### src/rtl/spi_router_pkg.sv
// rtl/spi_router_pkg.sv - opcode fields, FSM encodings and widths shared by spi_cmd_router
package spi_router_pkg;

    localparam int TX_W = 24;
    localparam int RX_W = 32;

    // Opcode byte is rd_data[7:0]: upper nibble picks the target, lower nibble rides along
    localparam int         OP_TGT_HI = 7;
    localparam int         OP_TGT_LO = 4;
    localparam int         OP_SUB_HI = 3;
    localparam int         OP_SUB_LO = 0;
    localparam logic [7:0] OP_NOP    = 8'h00;

    typedef enum logic {
        RX_IDLE,
        RX_DISPATCH
    } rx_state_t;

    typedef enum logic [1:0] {
        TX_IDLE,
        TX_SEND,
        TX_GAP
    } tx_state_t;

    // Width of a target index / round-robin pointer
    function automatic int ptr_w(input int n);
        return (n > 1) ? $clog2(n) : 1;
    endfunction

endpackage

### src/rtl/rr_arbiter.sv
// rtl/rr_arbiter.sv - combinational round-robin arbiter, first requester at or after ptr wins
//   req   : per-target request
//   ptr   : highest-priority index this round
//   grant : one-hot grant (all zero when no request)
module rr_arbiter
    import spi_router_pkg::*;
#(
    parameter int NUM_TGT = 4,
    parameter int PW      = ptr_w(NUM_TGT)
)
(
    input  logic [NUM_TGT-1:0] req,
    input  logic [PW-1:0]      ptr,
    output logic [NUM_TGT-1:0] grant
);

    logic [NUM_TGT-1:0]   rot;
    logic [NUM_TGT-1:0]   rot_gnt;
    logic [2*NUM_TGT-1:0] dbl_gnt;

    // Rotate so that index ptr sits at bit 0, isolate the lowest set bit,
    // then rotate back; the upper half of the doubled vector holds the wrap.
    assign rot     = NUM_TGT'({req, req} >> ptr);
    assign rot_gnt = rot & (~rot + NUM_TGT'(1));
    assign dbl_gnt = {rot_gnt, rot_gnt} << ptr;
    assign grant   = dbl_gnt[2*NUM_TGT-1:NUM_TGT];

endmodule

### src/rtl/spi_cmd_router.sv
// rtl/spi_cmd_router.sv - routes SPI command words to targets and shares the SPI TX channel
//   rd_data_available/rd_data/rd_ack : received words from spi_slave
//   wr_buffer_free/wr_en/wr_data     : transmit words to spi_slave
//   cmd_valid/cmd_ready/cmd_data     : one-hot command port to the targets
//   rsp_valid/rsp_data/rsp_last/rsp_ready : per-target response ports
//   err_cnt                          : saturating count of words with an unmapped target
module spi_cmd_router
    import spi_router_pkg::*;
#(
    parameter int NUM_TGT = 4,
    parameter int ERR_W   = 8
)
(
    input  logic                    clk,
    input  logic                    reset_n,
    input  logic                    rd_data_available,
    input  logic [RX_W-1:0]         rd_data,
    output logic                    rd_ack,
    input  logic                    wr_buffer_free,
    output logic                    wr_en,
    output logic [TX_W-1:0]         wr_data,
    output logic [NUM_TGT-1:0]      cmd_valid,
    input  logic [NUM_TGT-1:0]      cmd_ready,
    output logic [RX_W-1:0]         cmd_data,
    input  logic [NUM_TGT-1:0]      rsp_valid,
    input  logic [TX_W*NUM_TGT-1:0] rsp_data,
    input  logic [NUM_TGT-1:0]      rsp_last,
    output logic [NUM_TGT-1:0]      rsp_ready,
    output logic [ERR_W-1:0]        err_cnt
);

    localparam int PW = ptr_w(NUM_TGT);

    // ---------------- RX path ----------------
    rx_state_t                      rx_state;
    logic                           rda_q;
    logic                           rx_pend;
    logic                           rise;
    logic                           capture;
    logic [OP_TGT_HI-OP_TGT_LO:0]   tgt;

    assign rise    = rd_data_available & ~rda_q;
    // A fresh edge is taken straight away when idle; otherwise it waits in rx_pend
    assign capture = (rx_state == RX_IDLE) & (rx_pend | rise);
    assign tgt     = rd_data[OP_TGT_HI:OP_TGT_LO];

    always_ff @(posedge clk or negedge reset_n) begin
        if (!reset_n) begin
            rx_state  <= RX_IDLE;
            rda_q     <= 1'b0;
            rx_pend   <= 1'b0;
            rd_ack    <= 1'b0;
            cmd_valid <= '0;
            cmd_data  <= '0;
            err_cnt   <= '0;
        end else begin
            rda_q   <= rd_data_available;
            rd_ack  <= capture;
            // Keep a second edge that lands in the same cycle a pended one is consumed
            rx_pend <= capture ? (rx_pend & rise) : (rx_pend | rise);
            case (rx_state)
                RX_IDLE: begin
                    if (capture && rd_data[OP_TGT_HI:OP_SUB_LO] != OP_NOP) begin
                        if (int'(tgt) >= NUM_TGT) begin
                            if (err_cnt != '1)
                                err_cnt <= err_cnt + ERR_W'(1);
                        end else begin
                            cmd_valid <= NUM_TGT'(1) << tgt;
                            cmd_data  <= rd_data;
                            rx_state  <= RX_DISPATCH;
                        end
                    end
                end
                RX_DISPATCH: begin
                    if ((cmd_valid & cmd_ready) != '0) begin
                        cmd_valid <= '0;
                        rx_state  <= RX_IDLE;
                    end
                end
                default: rx_state <= RX_IDLE;
            endcase
        end
    end

    // ---------------- TX path ----------------
    tx_state_t          tx_state;
    logic [PW-1:0]      p;
    logic [PW-1:0]      g_idx;
    logic               last_q;
    logic [NUM_TGT-1:0] arb_grant;
    logic [PW-1:0]      arb_idx;
    logic               sel_valid;
    logic               sel_last;
    logic [TX_W-1:0]    sel_data;

    rr_arbiter #(
        .NUM_TGT (NUM_TGT),
        .PW      (PW)
    ) u_arb (
        .req   (rsp_valid),
        .ptr   (p),
        .grant (arb_grant)
    );

    always_comb begin
        arb_idx   = '0;
        sel_valid = 1'b0;
        sel_last  = 1'b0;
        sel_data  = '0;
        for (int i = 0; i < NUM_TGT; i++) begin
            if (arb_grant[i])
                arb_idx = PW'(i);
            if (g_idx == PW'(i)) begin
                sel_valid = rsp_valid[i];
                sel_last  = rsp_last[i];
                sel_data  = rsp_data[i*TX_W +: TX_W];
            end
        end
    end

    always_ff @(posedge clk or negedge reset_n) begin
        if (!reset_n) begin
            tx_state  <= TX_IDLE;
            p         <= '0;
            g_idx     <= '0;
            last_q    <= 1'b0;
            wr_en     <= 1'b0;
            wr_data   <= '0;
            rsp_ready <= '0;
        end else begin
            wr_en     <= 1'b0;
            rsp_ready <= '0;
            case (tx_state)
                TX_IDLE: begin
                    if (rsp_valid != '0) begin
                        g_idx    <= arb_idx;
                        tx_state <= TX_SEND;
                    end
                end
                TX_SEND: begin
                    if (sel_valid && wr_buffer_free) begin
                        wr_en     <= 1'b1;
                        wr_data   <= sel_data;
                        rsp_ready <= NUM_TGT'(1) << g_idx;
                        last_q    <= sel_last;
                        tx_state  <= TX_GAP;
                    end
                end
                TX_GAP: begin
                    // wr_buffer_free still reflects the pre-write state this cycle
                    if (last_q) begin
                        p        <= (g_idx == PW'(NUM_TGT-1)) ? '0 : g_idx + PW'(1);
                        tx_state <= TX_IDLE;
                    end else begin
                        tx_state <= TX_SEND;
                    end
                end
                default: tx_state <= TX_IDLE;
            endcase
        end
    end

endmodule

### config.mk
export PLATFORM = sky130hd
export DESIGN_NAME = spi_cmd_router
export DESIGN_NICKNAME = d
export VERILOG_FILES = /design/src/rtl/spi_router_pkg.sv /design/src/rtl/rr_arbiter.sv /design/src/rtl/spi_cmd_router.sv
export SDC_FILE = /design/constraint.sdc
export NUM_CORES = 1
export LEC_CHECK = 0
export BUFFER_PORTS_ARGS = -buffer_cell sky130_fd_sc_hd__buf_2
export CAP_MARGIN = 20
export CELL_PAD_IN_SITES_DETAIL_PLACEMENT = 0
export CELL_PAD_IN_SITES_GLOBAL_PLACEMENT = 1
export CORE_UTILIZATION = 34
export DETAILED_ROUTE_END_ITERATION = 16
export GPL_ROUTABILITY_DRIVEN = 0
export GPL_TIMING_DRIVEN = 0
export PLACE_DENSITY = 0.89
export SETUP_SLACK_MARGIN = 0.5
export SLEW_MARGIN = 20
export SYNTH_ARGS = -nofsm -noshare
export SYNTH_HDL_FRONTEND = slang
export SYNTH_SLANG_ARGS = --single-unit
### constraint.sdc
create_clock -name clk -period 2.8 [get_ports clk]
set_input_delay 0.56 -clock clk [delete_from_list [all_inputs] [get_ports clk]]
set_output_delay 0.56 -clock clk [all_outputs]
set_load 0.005 [all_outputs]
==> metrics.csv <==
metric;value;unit
FF-to-FF path depth;8;
die width;114.0;um
async set-or-reset flop fraction in the synthesized netlist;100.0;%
Congestion Overflow GR;0;
CP Max Fanout;10;
clk root buf;clkbuf_16;
setup violators final;0;
crit-path cells;inv_1 > ha_1 > buf_2 > a211oi_1 > a211oi_2 > buf_6 > buf_6 > mux2_1;
Yosys top cell area share;49.28;%
Slew @ Worst Pin;704.0;ps
reg-to-reg endpoint;wr_data[17];
worst skew pair latency;330;ps
sequential area share after synthesis;49.28;%
CP arrival;2450;ps
vias in the first global route;3916;
Slew HR;53.07;%
crit path capture type;flop;
initial antenna violation count;0;
Fin. Hold Viols;0;
Buf/Inv on CP;4;
CP required;3010;ps
RSZ-0062 raised after global routing;yes;
Core Util, Final;48.77;%
Fillers;1174;
Tot Pwr;5.773;mW
CP top delay family;compound AO/OA/AOI/OAI gates;
Slowest-stage cell, CP;a211oi_1;
vias;3890;
worst r2r src;g_idx[1];
fin. max-slew vios;0;
clk buf depth;2;
Max stage delay on crit path;470;ps
largest net degree at the start of global routing;47;
clock skew;6.317;ps
met3 wire len;737;um
min Tclk post-route;2234;ps
post-route ant nets;0;
number of synthesized register bits;84;
Via density;5.065;
DP HPWL;9513;um
setup tns final;0;ps
Area contributors post-synth;dfrtp_1 49%, mux2_4 9.2%, mux2_2 8.2%, a221oi_1 5.1%, o31ai_1 4.4%;
IO Pins;218;
number of library cell types mapped by synthesis;47;
core area;12110;um^2
hold slack;199.3;ps
routed wire length;12310;um
Post-Synthesis Net Count;514;
# diodes;0;
WS Path Type;reg2reg;
highest routed layer;met4;
global-route wire length before repair;19440;um
Post-Synthesis Cells;365;
cts bufs inserted;9;
most frequent CP cell;buf_6;
pwr dens;977.3;nW/um^2
layout cells sized above 1;53.00;%
run status;finished, final reports clean;
Rows;40;
ys flop type;dfrtp_1;
# nets final;745;
Max-Cap Viols;0;
Post-synth EDFFs;0;
Mapped Area;4265;um^2
Critical Path Sink;wr_data[17];
htree depth;3;
CTS sink cnt;84;
Die H;114.0;um
P_leak;2.891;nW
TritonCTS clock tree;built;
maximum VDD drop;0.3738;mV
reg-to-reg slack, setup;570;ps
hold crit path type;in2async;
syn avg cell area;11.69;um^2
Worst-path clk slew;70;ps
met1 WL;5335;um
worst setup path start;g_idx[1];
startpoint types;flop;
GRT Total Usage;19.27;%
Syn-to-layout area delta;38.49;%
DRC errors left;0;
Initial Utilization;35.22;%
1st-iter DRT viols;164;
area leader, netlist;dfrtp_1;
Synth Warn #;0;
CP Depth;8;
Final Cycle Share;79.79;%
PortBufs;217;
first drt pass iteration count;4;
f_max;447.6;MHz
DR WL met2;6003;um
Wirelength per Cell;16.02;um
die area;13000;um^2
cell type report:
class / count / area [um^2] / area share [%]
multi-input combinational: 249 / 1999 / 33.85
tap: 168 / 210.2 / 3.559
clock buffer: 9 / 225.2 / 3.813
timing repair buffer: 220 / 1144 / 19.36
clock inverter: 6 / 48.80 / 0.8261
sequential: 84 / 2103 / 35.61
buffer: 23 / 142.6 / 2.415
inverter: 9 / 33.78 / 0.5719
stage by stage:
step	setup slack (ps)	cells	instance area, um^2
after floorplan	761.2	365	4265
after global placement	291.7	750	5562
after detailed placement	261.9	751	5592
after CTS	492.3	766	5868
after global routing	492.0	768	5907
final	565.9	768	5907
cells in the mapped netlist, drive strengths merged, types with 2 or more instances:
library cell,count
inv,9
nand2,35
a2111oi,2
nand3,2
mux2,60
nand3b,2
and2,3
nand2b,3
o21ba,2
o31ai,25
buf,11
o21ai,7
dfrtp,84
xor2,5
a21oi,6
nor2,32
nor2b,4
a211oi,4
ha,5
a22o,2
clkbuf,12
a21boi,2
o221ai,2
a221oi,25
nor3,7
state kept, by name, indices dropped and copies added, names as in the netlist, 2 cells and up:
register   cells
wr_data       24
rsp_ready      4
err_cnt        8
tx_state       2
g_idx          2
cmd_valid      4
p              2
cmd_data      32
what timing repair did:
item / CTS / global route
pin swaps: 0 / 1
endpoints found under the setup margin: 17 / 21
gates resized for setup: 2 / 12
hold endpoints to repair: 0 / 0
buffers inserted: 0 / 2
hold buffers: 0 / 0
worst reg2reg max path: cells and delay by family (launching register included):
kind,cells,cell delay (ps)
AO/OA/AOI/OAI,2,630
flip-flops,1,400
multiplexers,1,310
adder cells (fa/ha/maj),1,190
buffers and inverters,4,580
where the power goes:
group | internal (mW) | switching [mW] | total, mW
Clock | 0.604 | 0.506 | 1.11
Sequential | 1.73 | 0.334 | 2.07
Combinational | 1.40 | 1.20 | 2.60
Total | 3.74 | 2.04 | 5.77
cell usage in the layout, fill, tap and decap left out, drive strengths merged, types with 2 or more instances in the layout:
cell        n
o21ba       2
and2        3
clkinvlp    3
inv        11
o21ai       7
dfrtp      84
nand2b      3
nand3       2
a211oi      4
mux2       60
nor2b       4
a2111oi     2
a21oi       6
o31ai      25
nor2       32
ha          5
buf       230
a221oi     25
xor2        5
a22o        2
clkbuf     22
a21boi      2
nand3b      2
o221ai      2
nor3        7
nand2      35
kinds of logic after synthesis:
group / after synthesis / synth area share, %
flops: 84 / 49.28
buf+inv: 32 / 3.843
xor+xnor: 5 / 1.027
compound gates: 84 / 15.55
fa+ha+maj: 5 / 1.467
simple gates: 94 / 10.47
mux: 61 / 18.36
worst min-delay path by stage:
stage	start	end	slack, ps	depth (start not counted)
6_report	reset_n	wr_data[2]	200	1
2_1_floorplan	reset_n	cmd_data[0]	260	0
5_1_grt	reset_n	wr_data[2]	240	1
4_1_cts	reset_n	wr_data[4]	210	1
3_5_place_dp	wr_data[22]	wr_data[22]	480	1
3_3_place_gp	wr_data[18]	wr_data[18]	470	1
per-layer routing:
layer  global-route usage (%)  up-vias
met4                    7.879        0
met3                    3.082       19
met1                    24.11     1893
met5                        0        -
li1                         -     1809
met2                    33.09      169
Power figures use the tool's default switching activity.
